## src/rtl/vram_arbiter_if.sv

```systemverilog
// Bus bundle for vram_arbiter: CRT fetch handshake, CPU byte port and SRAM pins.
// slave = arbiter side, master = requesters plus SRAM device side.
interface vram_arbiter_if #(
    parameter int AW = 16
);
    logic [AW-1:0] vad;
    logic          vram_cs;
    logic          vram_complete;
    logic [7:0]    vdo;

    logic [AW-1:0] cpu_addr;
    logic [7:0]    cpu_di;
    logic          cpu_rw;
    logic          cpu_cs;
    logic          cpu_ready;
    logic [7:0]    cpu_do;

    logic [AW-1:0] sram_a;
    logic [7:0]    sram_dout;
    logic [7:0]    sram_din;
    logic          sram_oe_n;
    logic          sram_we_n;
    logic          sram_ce_n;

    modport slave (
        input  vad, vram_cs, cpu_addr, cpu_di, cpu_rw, cpu_cs, sram_din,
        output vram_complete, vdo, cpu_ready, cpu_do,
               sram_a, sram_dout, sram_oe_n, sram_we_n, sram_ce_n
    );

    modport master (
        output vad, vram_cs, cpu_addr, cpu_di, cpu_rw, cpu_cs, sram_din,
        input  vram_complete, vdo, cpu_ready, cpu_do,
               sram_a, sram_dout, sram_oe_n, sram_we_n, sram_ce_n
    );
endinterface

```

## src/rtl/vram_arbiter.sv

```systemverilog
// Single-port SRAM arbiter: CRT video fetch (priority) and CPU byte port.
// Optional macro VRAM_ARB_FAIR_EN: alternate grants when both ports contend.
module vram_arbiter #(
    parameter int WAIT_STATES = 1,
    parameter int AW          = 16
) (
    input  logic          clk,
    input  logic          rst,
    vram_arbiter_if.slave bus
);
    typedef enum logic [1:0] {
        IDLE,
        ACCESS,
        DONE
    } state_t;

    localparam logic [2:0] LP_WAIT = 3'(WAIT_STATES);

    state_t        r_state;
    state_t        w_state_nxt;
    logic [2:0]    r_cnt;
    logic          r_owner_cpu;
    logic          r_rw;
    logic [AW-1:0] r_addr;
    logic [7:0]    r_dout;
    logic [7:0]    r_vdo;
    logic [7:0]    r_cpu_do;
    logic          r_varm;
    logic          r_carm;

    logic          w_vpend;
    logic          w_cpend;
    logic          w_grant_v;
    logic          w_grant_c;
    logic          w_rd;
    logic          w_ce_n;
    logic          w_oe_n;
    logic          w_we_n;
    logic          w_vcomp;
    logic          w_cready;

    assign w_vpend = bus.vram_cs && r_varm;
    assign w_cpend = bus.cpu_cs && r_carm;

`ifdef VRAM_ARB_FAIR_EN
    logic r_last_cpu;

    assign w_grant_v = w_vpend && (!w_cpend || r_last_cpu);
    assign w_grant_c = w_cpend && (!w_vpend || !r_last_cpu);
`else
    assign w_grant_v = w_vpend;
    assign w_grant_c = w_cpend && !w_vpend;
`endif

    assign w_rd = !r_owner_cpu || r_rw;

    always_ff @(posedge clk or negedge rst) begin
        if (!rst) begin
            r_state <= IDLE;
        end else begin
            r_state <= w_state_nxt;
        end
    end

    always_comb begin
        w_state_nxt = r_state;
        w_ce_n      = 1'b1;
        w_oe_n      = 1'b1;
        w_we_n      = 1'b1;
        w_vcomp     = 1'b0;
        w_cready    = 1'b0;
        case (r_state)
            IDLE: begin
                if (w_grant_v || w_grant_c) begin
                    w_state_nxt = ACCESS;
                end
            end
            ACCESS: begin
                w_ce_n = 1'b0;
                if (w_rd) begin
                    w_oe_n = 1'b0;
                end else if (r_cnt != 3'd0 || WAIT_STATES == 0) begin
                    // last write cycle is a data hold with we_n high
                    w_we_n = 1'b0;
                end
                if (r_cnt == 3'd0) begin
                    w_state_nxt = DONE;
                end
            end
            DONE: begin
                w_vcomp     = !r_owner_cpu;
                w_cready    = r_owner_cpu;
                w_state_nxt = IDLE;
            end
            default: begin
                w_state_nxt = IDLE;
            end
        endcase
    end

    always_ff @(posedge clk or negedge rst) begin
        if (!rst) begin
            r_cnt       <= '0;
            r_owner_cpu <= 1'b0;
            r_rw        <= 1'b1;
            r_addr      <= '0;
            r_dout      <= '0;
            r_vdo       <= '0;
            r_cpu_do    <= '0;
        end else begin
            if (r_state == IDLE) begin
                if (w_grant_v) begin
                    r_addr      <= bus.vad;
                    r_owner_cpu <= 1'b0;
                    r_rw        <= 1'b1;
                    r_cnt       <= LP_WAIT;
                end else if (w_grant_c) begin
                    r_addr      <= bus.cpu_addr;
                    r_dout      <= bus.cpu_di;
                    r_owner_cpu <= 1'b1;
                    r_rw        <= bus.cpu_rw;
                    r_cnt       <= LP_WAIT;
                end
            end
            if (r_state == ACCESS) begin
                if (r_cnt != 3'd0) begin
                    r_cnt <= r_cnt - 3'd1;
                end else if (!r_owner_cpu) begin
                    r_vdo <= bus.sram_din;
                end else if (r_rw) begin
                    r_cpu_do <= bus.sram_din;
                end
            end
        end
    end

    // A low cs sample re-arms the port, even in its own completion cycle.
    always_ff @(posedge clk or negedge rst) begin
        if (!rst) begin
            r_varm <= 1'b1;
            r_carm <= 1'b1;
        end else begin
            if (!bus.vram_cs) begin
                r_varm <= 1'b1;
            end else if (w_vcomp) begin
                r_varm <= 1'b0;
            end
            if (!bus.cpu_cs) begin
                r_carm <= 1'b1;
            end else if (w_cready) begin
                r_carm <= 1'b0;
            end
        end
    end

`ifdef VRAM_ARB_FAIR_EN
    always_ff @(posedge clk or negedge rst) begin
        if (!rst) begin
            r_last_cpu <= 1'b1;
        end else if (r_state == IDLE && (w_grant_v || w_grant_c)) begin
            r_last_cpu <= w_grant_c;
        end
    end
`endif

    assign bus.sram_a        = r_addr;
    assign bus.sram_dout     = r_dout;
    assign bus.sram_ce_n     = w_ce_n;
    assign bus.sram_oe_n     = w_oe_n;
    assign bus.sram_we_n     = w_we_n;
    assign bus.vram_complete = w_vcomp;
    assign bus.cpu_ready     = w_cready;
    assign bus.vdo           = r_vdo;
    assign bus.cpu_do        = r_cpu_do;
endmodule

```

## src/flat_wrapper.sv

```systemverilog
// flat-port wrapper written by rule: the top's interface ports become plain ports
module vram_arbiter_flat 
#(
    parameter int WAIT_STATES = 1,
    parameter int AW          = 16
)
  (clk, rst, bus_vad, bus_vram_cs, bus_cpu_addr, bus_cpu_di, bus_cpu_rw, bus_cpu_cs, bus_sram_din, bus_vram_complete, bus_vdo, bus_cpu_ready, bus_cpu_do, bus_sram_a, bus_sram_dout, bus_sram_oe_n, bus_sram_we_n, bus_sram_ce_n);
  vram_arbiter_if #(.AW(AW)) bus_i ();
  input  logic clk;
  input  logic rst;
  input wire logic [$bits(bus_i.vad)-1:0] bus_vad;
  input wire logic [$bits(bus_i.vram_cs)-1:0] bus_vram_cs;
  input wire logic [$bits(bus_i.cpu_addr)-1:0] bus_cpu_addr;
  input wire logic [$bits(bus_i.cpu_di)-1:0] bus_cpu_di;
  input wire logic [$bits(bus_i.cpu_rw)-1:0] bus_cpu_rw;
  input wire logic [$bits(bus_i.cpu_cs)-1:0] bus_cpu_cs;
  input wire logic [$bits(bus_i.sram_din)-1:0] bus_sram_din;
  output wire logic [$bits(bus_i.vram_complete)-1:0] bus_vram_complete;
  output wire logic [$bits(bus_i.vdo)-1:0] bus_vdo;
  output wire logic [$bits(bus_i.cpu_ready)-1:0] bus_cpu_ready;
  output wire logic [$bits(bus_i.cpu_do)-1:0] bus_cpu_do;
  output wire logic [$bits(bus_i.sram_a)-1:0] bus_sram_a;
  output wire logic [$bits(bus_i.sram_dout)-1:0] bus_sram_dout;
  output wire logic [$bits(bus_i.sram_oe_n)-1:0] bus_sram_oe_n;
  output wire logic [$bits(bus_i.sram_we_n)-1:0] bus_sram_we_n;
  output wire logic [$bits(bus_i.sram_ce_n)-1:0] bus_sram_ce_n;
  assign bus_i.vad = bus_vad;
  assign bus_i.vram_cs = bus_vram_cs;
  assign bus_i.cpu_addr = bus_cpu_addr;
  assign bus_i.cpu_di = bus_cpu_di;
  assign bus_i.cpu_rw = bus_cpu_rw;
  assign bus_i.cpu_cs = bus_cpu_cs;
  assign bus_i.sram_din = bus_sram_din;
  assign bus_vram_complete = bus_i.vram_complete;
  assign bus_vdo = bus_i.vdo;
  assign bus_cpu_ready = bus_i.cpu_ready;
  assign bus_cpu_do = bus_i.cpu_do;
  assign bus_sram_a = bus_i.sram_a;
  assign bus_sram_dout = bus_i.sram_dout;
  assign bus_sram_oe_n = bus_i.sram_oe_n;
  assign bus_sram_we_n = bus_i.sram_we_n;
  assign bus_sram_ce_n = bus_i.sram_ce_n;
  vram_arbiter #(.WAIT_STATES(WAIT_STATES), .AW(AW)) u_core (.clk(clk), .rst(rst), .bus(bus_i));
endmodule
```

## config.mk

```make
export PLATFORM = sky130hd
export DESIGN_NAME = vram_arbiter_flat
export DESIGN_NICKNAME = d
export VERILOG_FILES = /design/src/rtl/vram_arbiter_if.sv /design/src/rtl/vram_arbiter.sv /design/src/flat_wrapper.sv
export SDC_FILE = /design/constraint.sdc
export NUM_CORES = 1
export LEC_CHECK = 0
export ABC_AREA = 0
export BUFFER_PORTS_ARGS = -buffer_cell sky130_fd_sc_hd__buf_2
export CAP_MARGIN = 20
export CORE_UTILIZATION = 50
export CTS_CLUSTER_DIAMETER = 150
export DETAILED_ROUTE_END_ITERATION = 8
export MAX_ROUTING_LAYER = met4
export PLACE_DENSITY_LB_ADDON = 0.08
export RECOVER_POWER = 50
export SLEW_MARGIN = 5
export SYNTH_ARGS = -nofsm -noshare
export SYNTH_HDL_FRONTEND = slang
export SYNTH_SLANG_ARGS = --single-unit
```

## constraint.sdc

```tcl
create_clock -name clk -period 2.8 [get_ports clk]
set_clock_uncertainty 0.1 [all_clocks]
set_input_delay 0.42 -clock clk [delete_from_list [all_inputs] [get_ports clk]]
set_output_delay 0.42 -clock clk [all_outputs]
set_load 0.005 [all_outputs]
```

# Word-level counts from Yosys, hierarchy flattened
# Cells that the tools add are included.
# totals
wordCells	62
regBits	49
output_inout_bits	45
# op_classes
n_mux	26
n_reduce_logical	16
bitwise	3
add_sub_neg	1
eq_ne	6
# op_table
operator	count
16-bit 2-to-1 mux	2
1-bit 2-to-1 mux	16
3-bit 2-to-1 mux	5
2-bit by 1-bit inequality test with 1-bit output (second input constant)	4
3-bit AND reduction	2
2-bit 2-to-1 mux	2
2-bit one-hot mux with 2 select lines	1
2-bit AND reduction	2
4-bit AND reduction	1
1-bit logical AND	3
3-bit logical NOT	1
1-bit inverter	3
3-bit nonzero test	1
3-bit by 1-bit subtractor with 3-bit output (second input constant)	1
2-bit by 1-bit equality test with 1-bit output (second input constant)	1
2-bit equality test (second input constant)	1
1-bit logical NOT	2
2-bit logical NOT	1
1-bit logical OR	2
2-bit nonzero test	1

# Longest topological paths before layout
# Gate-level depths: netlist (run 1).
# logic_depth
depth_word	8
mapped_depth	6
mapped_depth_nobuf	5

# Worst setup path after synthesis (run 1)
# OpenSTA, ideal clock, no wires.
# synth_path
kind	register -> register
from	reg u_core.r_cnt[0]
to	reg u_core.r_cpu_do[0] (netlist: u_core.bus.cpu_do[0])
required_time_ps	2575
n_path_buf	1
setup_slack_ps	1121
stages_incl_launch_ff	7
setup_time_ps	125
arrival_time_ps	1454
cell_sequence	dfrtp_1 -> inv_1 -> ha_1 -> and4bb_1 -> and3_1 -> buf_2 -> mux2_2
# synth_via
elab_chain_cells	3
# synth_rtl
item	line_no	rtl
start, declared	vram_arbiter.sv:21	logic [2:0] r_cnt;
start signal, assigned	vram_arbiter.sv:127	r_cnt <= r_cnt - 3'd1;
3-bit nonzero test	vram_arbiter.sv:126	if (r_cnt != 3'd0) begin
1-bit inverter (no line)	n/a	
4-bit AND reduction (no line)	n/a	
end signal, assigned	vram_arbiter.sv:131	r_cpu_do <= bus.sram_din;
end, declared	vram_arbiter.sv:27	logic [7:0] r_cpu_do;
# Every way passes these cells.
# A chain may end at the register's enable or synchronous reset.

# Worst setup path after layout (run 1)
# layout_path
from	reg u_core.r_cnt[0]
to	out bus_sram_we_n
# layout_via
elab_chain_cells	4
# layout_rtl
item	line_no	rtl
3-bit nonzero test	vram_arbiter.sv:82	end else if (r_cnt != 3'd0 || WAIT_STATES == 0) begin
1-bit 2-to-1 mux	vram_arbiter.sv:82	
1-bit 2-to-1 mux	vram_arbiter.sv:80	if (w_rd) begin
1-bit 2-to-1 mux	vram_arbiter.sv:72	case (r_state)
end, declared	flat_wrapper.sv:25	output wire logic [$bits(bus_i.sram_we_n)-1:0] bus_sram_we_n;
# Every way passes these cells.

==> results.sh, run 1 <==
export IMPL_n_antenna_cell=0
export IMPL_period_needed_ns=2.21
export IMPL_hp_class="primary input to flop"
export IMPL_cts_buffer_depth=2
export IMPL_place_area_um2=2700
export IMPL_start_kind="flop"
export IMPL_syn_area_per_cell_um2=14.5
export IMPL_die_h_um=67.6
export IMPL_cp_max_fo=4
export IMPL_dieArea_um2=4570
export IMPL_htreeDepth=2
export IMPL_gp_congestion=0.812
export IMPL_drtAntennaViolNets=0
export IMPL_synth_simple_area_share_pct=5.88
export IMPL_drc_errors=0
export IMPL_tns_ns=0
export IMPL_finalInstanceArea_um2=2780
export IMPL_hold_slack_ns=0.222
export IMPL_clk_pin_slew_ns=0.09
export IMPL_cts_sinks=49
export IMPL_end_kind="output pin"
export IMPL_worstRegToRegCells=5
export IMPL_max_freq_mhz=452
export IMPL_syn_inst=148
export IMPL_synth_compound_area_share_pct=3.78
export IMPL_track_usage_pct=20.3
export IMPL_synth_xor_area_share_pct=0
export IMPL_cp_arrival_ns=1.69
export IMPL_clkLatencyLatePin_ns=0.30
export IMPL_hpwl_um=3060
export IMPL_maxCapViolCount=0
export IMPL_area_delta_synth_final_pct=29.2
export IMPL_max_vdd_ir_drop_v=0.000562
export IMPL_netlist_area_um2=2150
export IMPL_start_util_pct=53.0
export IMPL_vias=1541
export IMPL_synth_seq_cells=49
export IMPL_fin_nets=308
export IMPL_cts_tree="yes"
export IMPL_synthAdderAreaFrac_pct=1.16
export IMPL_ctsResizeCount=0
export IMPL_p_leak_nw=1.31
export IMPL_portBuffers=97
export IMPL_grt_pass1_vias=1478
export IMPL_fillerInstances=333
export IMPL_post_drt_wl_per_cell_um=13.1
export IMPL_drv_slew=0
export IMPL_synth_top_area_share_pct=53.5
export IMPL_synth_mux_area_fraction_pct=29.3
export IMPL_synth_top_family_by_area="multiplexers"
export IMPL_syn_num_nets=203
export IMPL_maxSlewHeadroom_pct=46.6
export IMPL_grt_setup_unrepaired="false"
export IMPL_clockRootBuffer="clkbuf_8"
export IMPL_yosys_cell_types_count=29
export IMPL_synth_area_leaders="dfrtp_1 (54%), mux2_2 (29%), dfstp_2 (3.7%), o21ai_0 (1.6%), ha_1 (1.2%)"
export IMPL_hold_viol=0
export IMPL_grt_pass1_wl_um=6540
export IMPL_worst_setup_path_type="flop to output pin"
export IMPL_grt_overflow_total=0
export IMPL_powerDensity_nw_per_um2=1040
export IMPL_antenna_found_initial=0
export IMPL_viasPerCell=5.07
export IMPL_io_pin_count=98
export IMPL_worst_pin_slew_ns=0.802
export IMPL_period_share_pct=79.0
export IMPL_dp_slack_ns=0.892
export IMPL_timing_final_ws_setup_ns=0.588
export IMPL_drive_gt1_share_pct=57.1
export IMPL_setup_viol=0
export IMPL_grt_max_degree=22
export IMPL_outcome="complete, no violations"
export IMPL_core_um2=4060
export IMPL_drt_pass1_iterations=4
export IMPL_fp_dieW_um=67.6
export IMPL_seq_area_frac_synth_pct=57.2
export IMPL_drtIter0Drc=83
export IMPL_required_ns=2.28
export IMPL_synth_warnings=0
export IMPL_rows=23
export IMPL_yosysTopAreaCell="dfrtp_1"
export IMPL_hold_depth=2
export IMPL_wirelength_um=3990
export IMPL_cts_buffers=5
worst max-delay path, stage by stage (launching register included):
cell and delay (ns):
dfrtp_1 0.35, inv_1 0.07, ha_1 0.24, nand2b_1 0.17, nand2_1 0.12, or3_1 0.32, buf_2 0.13
metal layers:
metal  track usage, %  vias up  wire length (um)
met5                -        -                 0
met4             8.78        0                73
met3             4.56        8               228
met2             31.4       57              1930
met1             25.4      735              1760
li1                 -      741                 -
Yosys cell counts, drive strengths merged:
master,count
nor3,1
nand2b,2
dfrtp,46
dfstp,3
ha,2
o21a,1
or4,1
o22a,1
inv,7
o22ai,1
and3,1
buf,4
nand2,3
o21ai,7
nand4,1
a31oi,2
a21boi,1
mux2,56
nand3,1
nor3b,2
and4bb,1
and2b,1
nor2b,1
nor2,1
or3,1
state kept, by name (all words and copies together), names as in the netlist:
name / cells
u_core.bus.cpu_do: 8
u_core.bus.sram_a: 16
u_core.bus.sram_dout: 8
u_core.bus.vdo: 8
u_core.r_carm: 1
u_core.r_cnt: 3
u_core.r_owner_cpu: 1
u_core.r_rw: 1
u_core.r_state: 2
u_core.r_varm: 1
repair_timing:
item / in CTS / in global routing
setup buffers: 0 / 0
endpoints found under the hold margin: 14 / 0
hold buffers: 1 / 0
final timing paths:
kind / from / to / slack [ns]
worst max-delay path: u_core.r_cnt[0] / bus_sram_we_n / 0.59
worst min-delay path: bus_cpu_rw / u_core.r_rw / 0.22
worst max register to register: u_core.r_cnt[0] / u_core.bus.cpu_do[5] / 0.90
worst min register to register: u_core.bus.sram_a[8] / u_core.bus.sram_a[8] / 0.41
max in group asynchronous: rst / u_core.bus.sram_a[3] / 0.87
min in group asynchronous: rst / u_core.bus.vdo[2] / 0.61
cells by family after synthesis:
group,after synthesis
adders and majority gates,2
AOI/OAI and AO/OA,13
and+or+nand+nor,17
buffers and inverters,11
muxes,56
DFF,49
power by group:
part	internal, mW	switching [mW]
Clock	0.268	0.227
Sequential	1.06	0.183
Combinational	0.640	0.492
Total	1.97	0.903
cell usage in the layout, fill, tap and decap left out, types with 2 or more instances in the layout:
cell / count
a31oi_1: 2
buf_2: 70
buf_4: 2
clkbuf_1: 28
clkbuf_8: 5
dfrtp_1: 46
dfstp_2: 3
ha_1: 2
inv_1: 6
mux2_2: 56
nand2_1: 2
nand2b_1: 2
nor3b_1: 2
o21ai_0: 7
stage by stage:
stage               std cells  total power [mW]  utilization (%)
finish                    304              2.88             68.5
global route              304              3.09             68.5
CTS                       304              2.96             69.5
detailed placement        295              2.45             66.5
global placement          295              2.43             66.5
floorplan                 148              1.96                -
cell type report:
type | instances | area, um2 | share of cell area [%]
clock buffers | 6 | 72.6 | 2.61
well taps | 50 | 62.6 | 2.25
repair buffers | 102 | 485 | 17.5
inverters | 7 | 26.3 | 0.946
clock inverters | 2 | 38.8 | 1.40
flip-flops and latches | 49 | 1230 | 44.3
multi-input cells | 88 | 863 | 31.1
(Power assumes the default switching activity.)
==> run 2: changes to the inputs <==
ABC_AREA = 1   (was 0)
CORE_UTILIZATION = 47   (was 50)
clock period = 2.1 ns   (was 2.8 ns; I/O delays follow)
==> results.sh, run 2 <==
export IMPL_hp_class="primary input to flop"
export IMPL_start_kind="flop"
export IMPL_htreeDepth=2
export IMPL_setup_viol=0
export IMPL_drtIter0Drc=126
export IMPL_gp_congestion=0.804
export IMPL_dp_cells=422
export IMPL_vias=2022
export IMPL_syn_num_nets=333
export IMPL_track_usage_pct=22.0
export IMPL_fillerInstances=412
export IMPL_synthArstFlopShare_pct=100
export IMPL_end_kind="output pin"
export IMPL_seq_area_frac_synth_pct=55.6
export IMPL_drive_gt1_share_pct=30.9
export IMPL_failed_checks="DRC"
export IMPL_antenna_found_initial=0
export IMPL_clk_pin_slew_ns=0.08
export IMPL_synthFlopType="dfrtp_1"
export IMPL_grt_overflow_total=0
export IMPL_cts_hold_buf=1
export IMPL_maxSlewHeadroom_pct=20.8
export IMPL_p_leak_nw=1.72
export IMPL_yosysTopAreaCell="dfrtp_1"
export IMPL_largest_register_ffs=16
export IMPL_synth_warnings=0
export IMPL_tns_ns=0
export IMPL_fin_nets=433
export IMPL_grt_max_degree=29
export IMPL_outcome="finished with violations"
export IMPL_postCtsSetupBuffers=0
export IMPL_clkLatencyLatePin_ns=0.29
export IMPL_synth_top_area_share_pct=52.1
export IMPL_n_antenna_cell=0
export IMPL_power_switching_mw=1.53
export IMPL_cts_buffer_depth=2
export IMPL_cp_max_fo=5
export IMPL_io_pin_count=98
export IMPL_swShare_pct=39.4
export IMPL_ctsResizeCount=0
export IMPL_max_freq_mhz=519
export IMPL_yosysMostFrequentCell="nand2_1"
export IMPL_syn_inst=278
export IMPL_max_vdd_ir_drop_v=0.000493
export IMPL_dieArea_um2=4980
export IMPL_viasPerCell=4.69
export IMPL_cts_sinks=49
export IMPL_syn_area_per_cell_um2=7.95
export IMPL_core_um2=4440
export IMPL_period_needed_ns=1.93
export IMPL_synth_seq_cells=49
export IMPL_powerDensity_nw_per_um2=1360
export IMPL_intPower_mw=2.35
export IMPL_clkPwrFrac_pct=15.2
export IMPL_drc_errors=10
export IMPL_hold_slack_ns=0.0882
export IMPL_synth_area_leaders="dfrtp_1 (52%), nand2_1 (27%), nand3_1 (5.9%), dfstp_2 (3.6%), nand2_2 (1.7%)"
export IMPL_crit_top_cell="nand2_1"
export IMPL_start_util_pct=49.7
export IMPL_worst_pin_slew_ns=1.19
export IMPL_area_delta_synth_final_pct=29.1
export IMPL_clockRootBuffer="clkbuf_8"
export IMPL_grt_pass1_vias=1949
export IMPL_required_ns=1.68
export IMPL_cts_buffers=5
export IMPL_netlist_area_um2=2210
export IMPL_hold_viol=0
export IMPL_die_h_um=70.6
export IMPL_maxCapViolCount=0
export IMPL_yosys_top_cells_count="nand2_1 (161), dfrtp_1 (46), nand3_1 (26), inv_1 (8), nand2_2 (6)"
export IMPL_synth_edf_count=0
export IMPL_grt_setup_unrepaired="false"
export IMPL_pwr_share_seq_pct=42.6
export IMPL_rows=24
export IMPL_yosys_cell_types_count=21
export IMPL_hpwl_um=3640
export IMPL_drtAntennaViolNets=0
export IMPL_fp_dieW_um=70.6
export IMPL_portBuffers=97
export IMPL_cp_cell_sequence="inv_1, ha_1, nand2_1, nand2_1, inv_1, nand2_1, buf_2"
export IMPL_drv_slew=0
export IMPL_wirelength_um=4840
export IMPL_stdcell_count=431
export IMPL_grt_pass1_wl_um=8500
export IMPL_worst_setup_path_type="flop to output pin"
export IMPL_drt_pass1_iterations=6
export IMPL_final_common_cell="nand2_1"
export IMPL_cp_arrival_ns=1.51
export IMPL_p_comb_share_pct=42.2
export IMPL_post_drt_wl_per_cell_um=11.2
export IMPL_final_cell_mix="nand2_1 (161), buf_2 (92), dfrtp_1 (46)"
export IMPL_slowest_stage="dfrtp_1"
export IMPL_cts_tree="yes"
export IMPL_max_stage_delay_ns=0.35
export IMPL_period_share_pct=91.7
run 2: per-layer routing:
| metal | up-vias | global-route usage [%] | wire [um] |
|---|---|---|---|
| li1 | 1052 | - | - |
| met1 | 895 | 28.2 | 2250 |
| met2 | 68 | 36.7 | 2280 |
| met3 | 7 | 3.42 | 254 |
| met4 | 0 | 6.00 | 55 |
| met5 | - | - | 0 |
run 2: worst paths after layout:
check	endpoint	from	cells after the start	slack (ns)
worst min-delay path	u_core.r_carm	bus_cpu_cs	2	0.09
min in group asynchronous	u_core.bus.sram_dout[0]	rst	2	0.68
worst max register to register	u_core.bus.cpu_do[6]	u_core.r_cnt[0]	7	0.54
max in group asynchronous	u_core.bus.cpu_do[3]	rst	3	0.49
worst max-delay path	bus_sram_we_n	u_core.r_cnt[0]	7	0.17
worst min register to register	u_core.bus.vdo[3]	u_core.bus.vdo[3]	2	0.37
run 2: cell type report:
cell class	count	area, um2	share of cell area (%)
well taps	52	65.1	2.28
inverters	12	45.0	1.58
clock buffers	7	96.3	3.38
clock inverters	1	5.00	0.175
multi-input cells	209	888	31.1
repair buffers	101	524	18.4
flip-flops and latches	49	1230	43.1
run 2: worst max-delay path: cells and delay by family, from the launching register on:
family | cells | cell delay (ns)
buf+inv | 3 | 0.29
flops | 1 | 0.35
fa+ha+maj | 1 | 0.20
simple gates | 3 | 0.38
run 2: logic make-up (layout without fill, tap and decap cells):
family / Yosys count / count (layout) / share of synthesized area [%]
simple gates: 202 / 202 / 37.7
compound gates: 4 / 4 / 0.905
flops: 49 / 49 / 55.6
xor+xnor: 1 / 1 / 0.396
fa+ha+maj: 2 / 2 / 1.13
buf+inv: 20 / 121 / 4.19
run 2: power by group through the flow:
stage | combinational (mW) | clock (mW) | sequential, mW
global placement | 1.62 | 0 | 1.66
floorplan | 0.981 | 0 | 1.68
CTS | 1.68 | 0.610 | 1.66
finish | 1.64 | 0.590 | 1.65
global route | 1.92 | 0.643 | 1.71
detailed placement | 1.68 | 0 | 1.66
run 2: stage by stage:
| step | util, % | total power [mW] | instance area, um2 | worst slack [ns] |
|---|---|---|---|---|
| floorplan | - | 2.66 | 2210 | 0.691 |
| global route | 64.2 | 4.27 | 2850 | 0.0303 |
| CTS | 64.4 | 3.94 | 2860 | 0.176 |
| finish | 64.2 | 3.88 | 2850 | 0.173 |
| detailed placement | 61.9 | 3.34 | 2750 | 0.506 |
| global placement | 61.9 | 3.28 | 2750 | 0.556 |
==> run 3: changes to the inputs <==
clock period = 1.9 ns   (was 2.1 ns; I/O delays follow)
==> results.sh, run 3 (same netlist as run 2, synthesis figures left out) <==
export IMPL_outcome="finished with violations"
export IMPL_failed_checks="DRC"
export IMPL_largest_register_ffs=16
export IMPL_setup_viol=0
export IMPL_cts_sinks=49
export IMPL_n_antenna_cell=0
export IMPL_rows=24
export IMPL_track_usage_pct=22.2
export IMPL_tns_ns=0
export IMPL_hp_class="primary input to flop"
export IMPL_cp_arrival_ns=1.35
export IMPL_period_needed_ns=1.73
export IMPL_dieArea_um2=4980
export IMPL_clockRootBuffer="clkbuf_8"
export IMPL_dp_slack_ns=0.330
export IMPL_worstRegToRegCells=8
export IMPL_gp_congestion=0.817
export IMPL_hold_depth=2
export IMPL_maxSlewHeadroom_pct=58.7
export IMPL_fin_nets=434
export IMPL_grt_max_degree=27
export IMPL_worst_setup_path_type="flop to output pin"
export IMPL_area_delta_synth_final_pct=28.9
export IMPL_drtAntennaViolNets=0
export IMPL_die_h_um=70.6
export IMPL_maxCapViolCount=0
export IMPL_startpoint="u_core.r_state[0]"
export IMPL_max_freq_mhz=577
export IMPL_final_common_cell="nand2_1"
export IMPL_cts_buffer_depth=2
export IMPL_hpwl_um=3650
export IMPL_stdcell_count=432
export IMPL_grt_pass1_wl_um=8410
export IMPL_max_vdd_ir_drop_v=0.000586
export IMPL_start_util_pct=49.7
export IMPL_grt_setup_unrepaired="false"
export IMPL_clk_pin_slew_ns=0.08
export IMPL_cts_buffers=5
export IMPL_grt_overflow_total=0
export IMPL_drive_gt1_share_pct=30.5
export IMPL_vias=2010
export IMPL_io_pin_count=98
export IMPL_drt_pass1_iterations=6
export IMPL_dp_cells=422
export IMPL_final_cell_mix="nand2_1 (159), buf_2 (88), dfrtp_1 (46)"
export IMPL_timing_final_ws_setup_ns=0.167
export IMPL_drtIter0Drc=107
export IMPL_required_ns=1.51
export IMPL_hp_start="bus_cpu_cs"
export IMPL_finalInstanceArea_um2=2850
export IMPL_whs_endpoint="u_core.r_carm"
export IMPL_reg2reg_slack_ns=0.31
export IMPL_grt_pass1_vias=1854
export IMPL_start_kind="flop"
export IMPL_drc_errors=10
export IMPL_viasPerCell=4.65
export IMPL_hold_viol=0
export IMPL_worstReg2RegStart="u_core.r_cnt[0]"
export IMPL_cp_max_fo=5
export IMPL_portBuffers=97
export IMPL_cts_tree="yes"
export IMPL_drv_slew=0
export IMPL_fp_dieW_um=70.6
export IMPL_powerDensity_nw_per_um2=1500
export IMPL_place_area_um2=2750
export IMPL_p_total_mw=4.26
export IMPL_clkLatencyLatePin_ns=0.30
export IMPL_period_share_pct=91.2
export IMPL_worst_pin_slew_ns=0.619
export IMPL_wirelength_um=4860
export IMPL_end_kind="output pin"
export IMPL_core_um2=4440
export IMPL_p_leak_nw=1.70
export IMPL_htreeDepth=2
export IMPL_antenna_found_initial=0
export IMPL_post_drt_wl_per_cell_um=11.2
export IMPL_reg2reg_to="u_core.bus.vdo[2]"
==> run 3: per-stage QoR <==
stage / hold WS [ns] / utilization [%]
global route: 0.0595 / 64.1
CTS: 0.0339 / 64.1
finish: 0.0428 / 64.1
global placement: 0.203 / 61.9
floorplan: -0.111 / -
detailed placement: 0.205 / 61.9
==> run 3: area by class of cell <==
class | count | area [um2]
Multi-Input combinational cell | 209 | 893
Fill cell | 428 | 1600
Clock buffer | 6 | 72.6
Sequential cell | 49 | 1230
Clock inverter | 2 | 15.0
Timing Repair Buffer | 102 | 528
Tap cell | 52 | 65.1
Inverter | 12 | 45.0
==> run 3: layer usage <==
metal / share of wire, % / vias to the layer above / GRT usage [%]
li1: - / 1053 / -
met1: 49 / 890 / 29.1
met2: 45 / 59 / 34.8
met3: 5.2 / 8 / 4.84
met4: 1.4 / 0 / 7.33
met5: 0 / - / -
==> run 3: critical path: stages, from the launching register on <==
cell     delay, ns
dfrtp_1       0.44
inv_1         0.08
nor2_1        0.17
nand2_2       0.11
inv_1         0.08
nand2_1       0.04
buf_2         0.12
==> run 3: worst max path at each step <==
stage | end | slack [ns] | cells past startpoint
2_1_floorplan | bus_sram_we_n | 0.52 | 6
3_3_place_gp | bus_sram_we_n | 0.39 | 7
3_5_place_dp | bus_sram_we_n | 0.33 | 7
4_1_cts | bus_sram_we_n | 0.06 | 7
5_1_grt | bus_sram_we_n | 0.007 | 6
6_report | bus_sram_we_n | 0.17 | 6
==> run 3: timing repair <==
item | CTS | global route
endpoints found under the setup margin | 1 | 1
pin swaps | 0 | 1
resized for setup | 1 | 1
buffers inserted | 0 | 1
hold endpoints to repair | 20 | 0
hold buffers | 1 | 0
==> run 3: power by group <==
group | internal [mW] | switching [mW]
sequential | 1.55 | 0.287
combinational | 0.730 | 1.09
clock | 0.260 | 0.348
total | 2.54 | 1.73
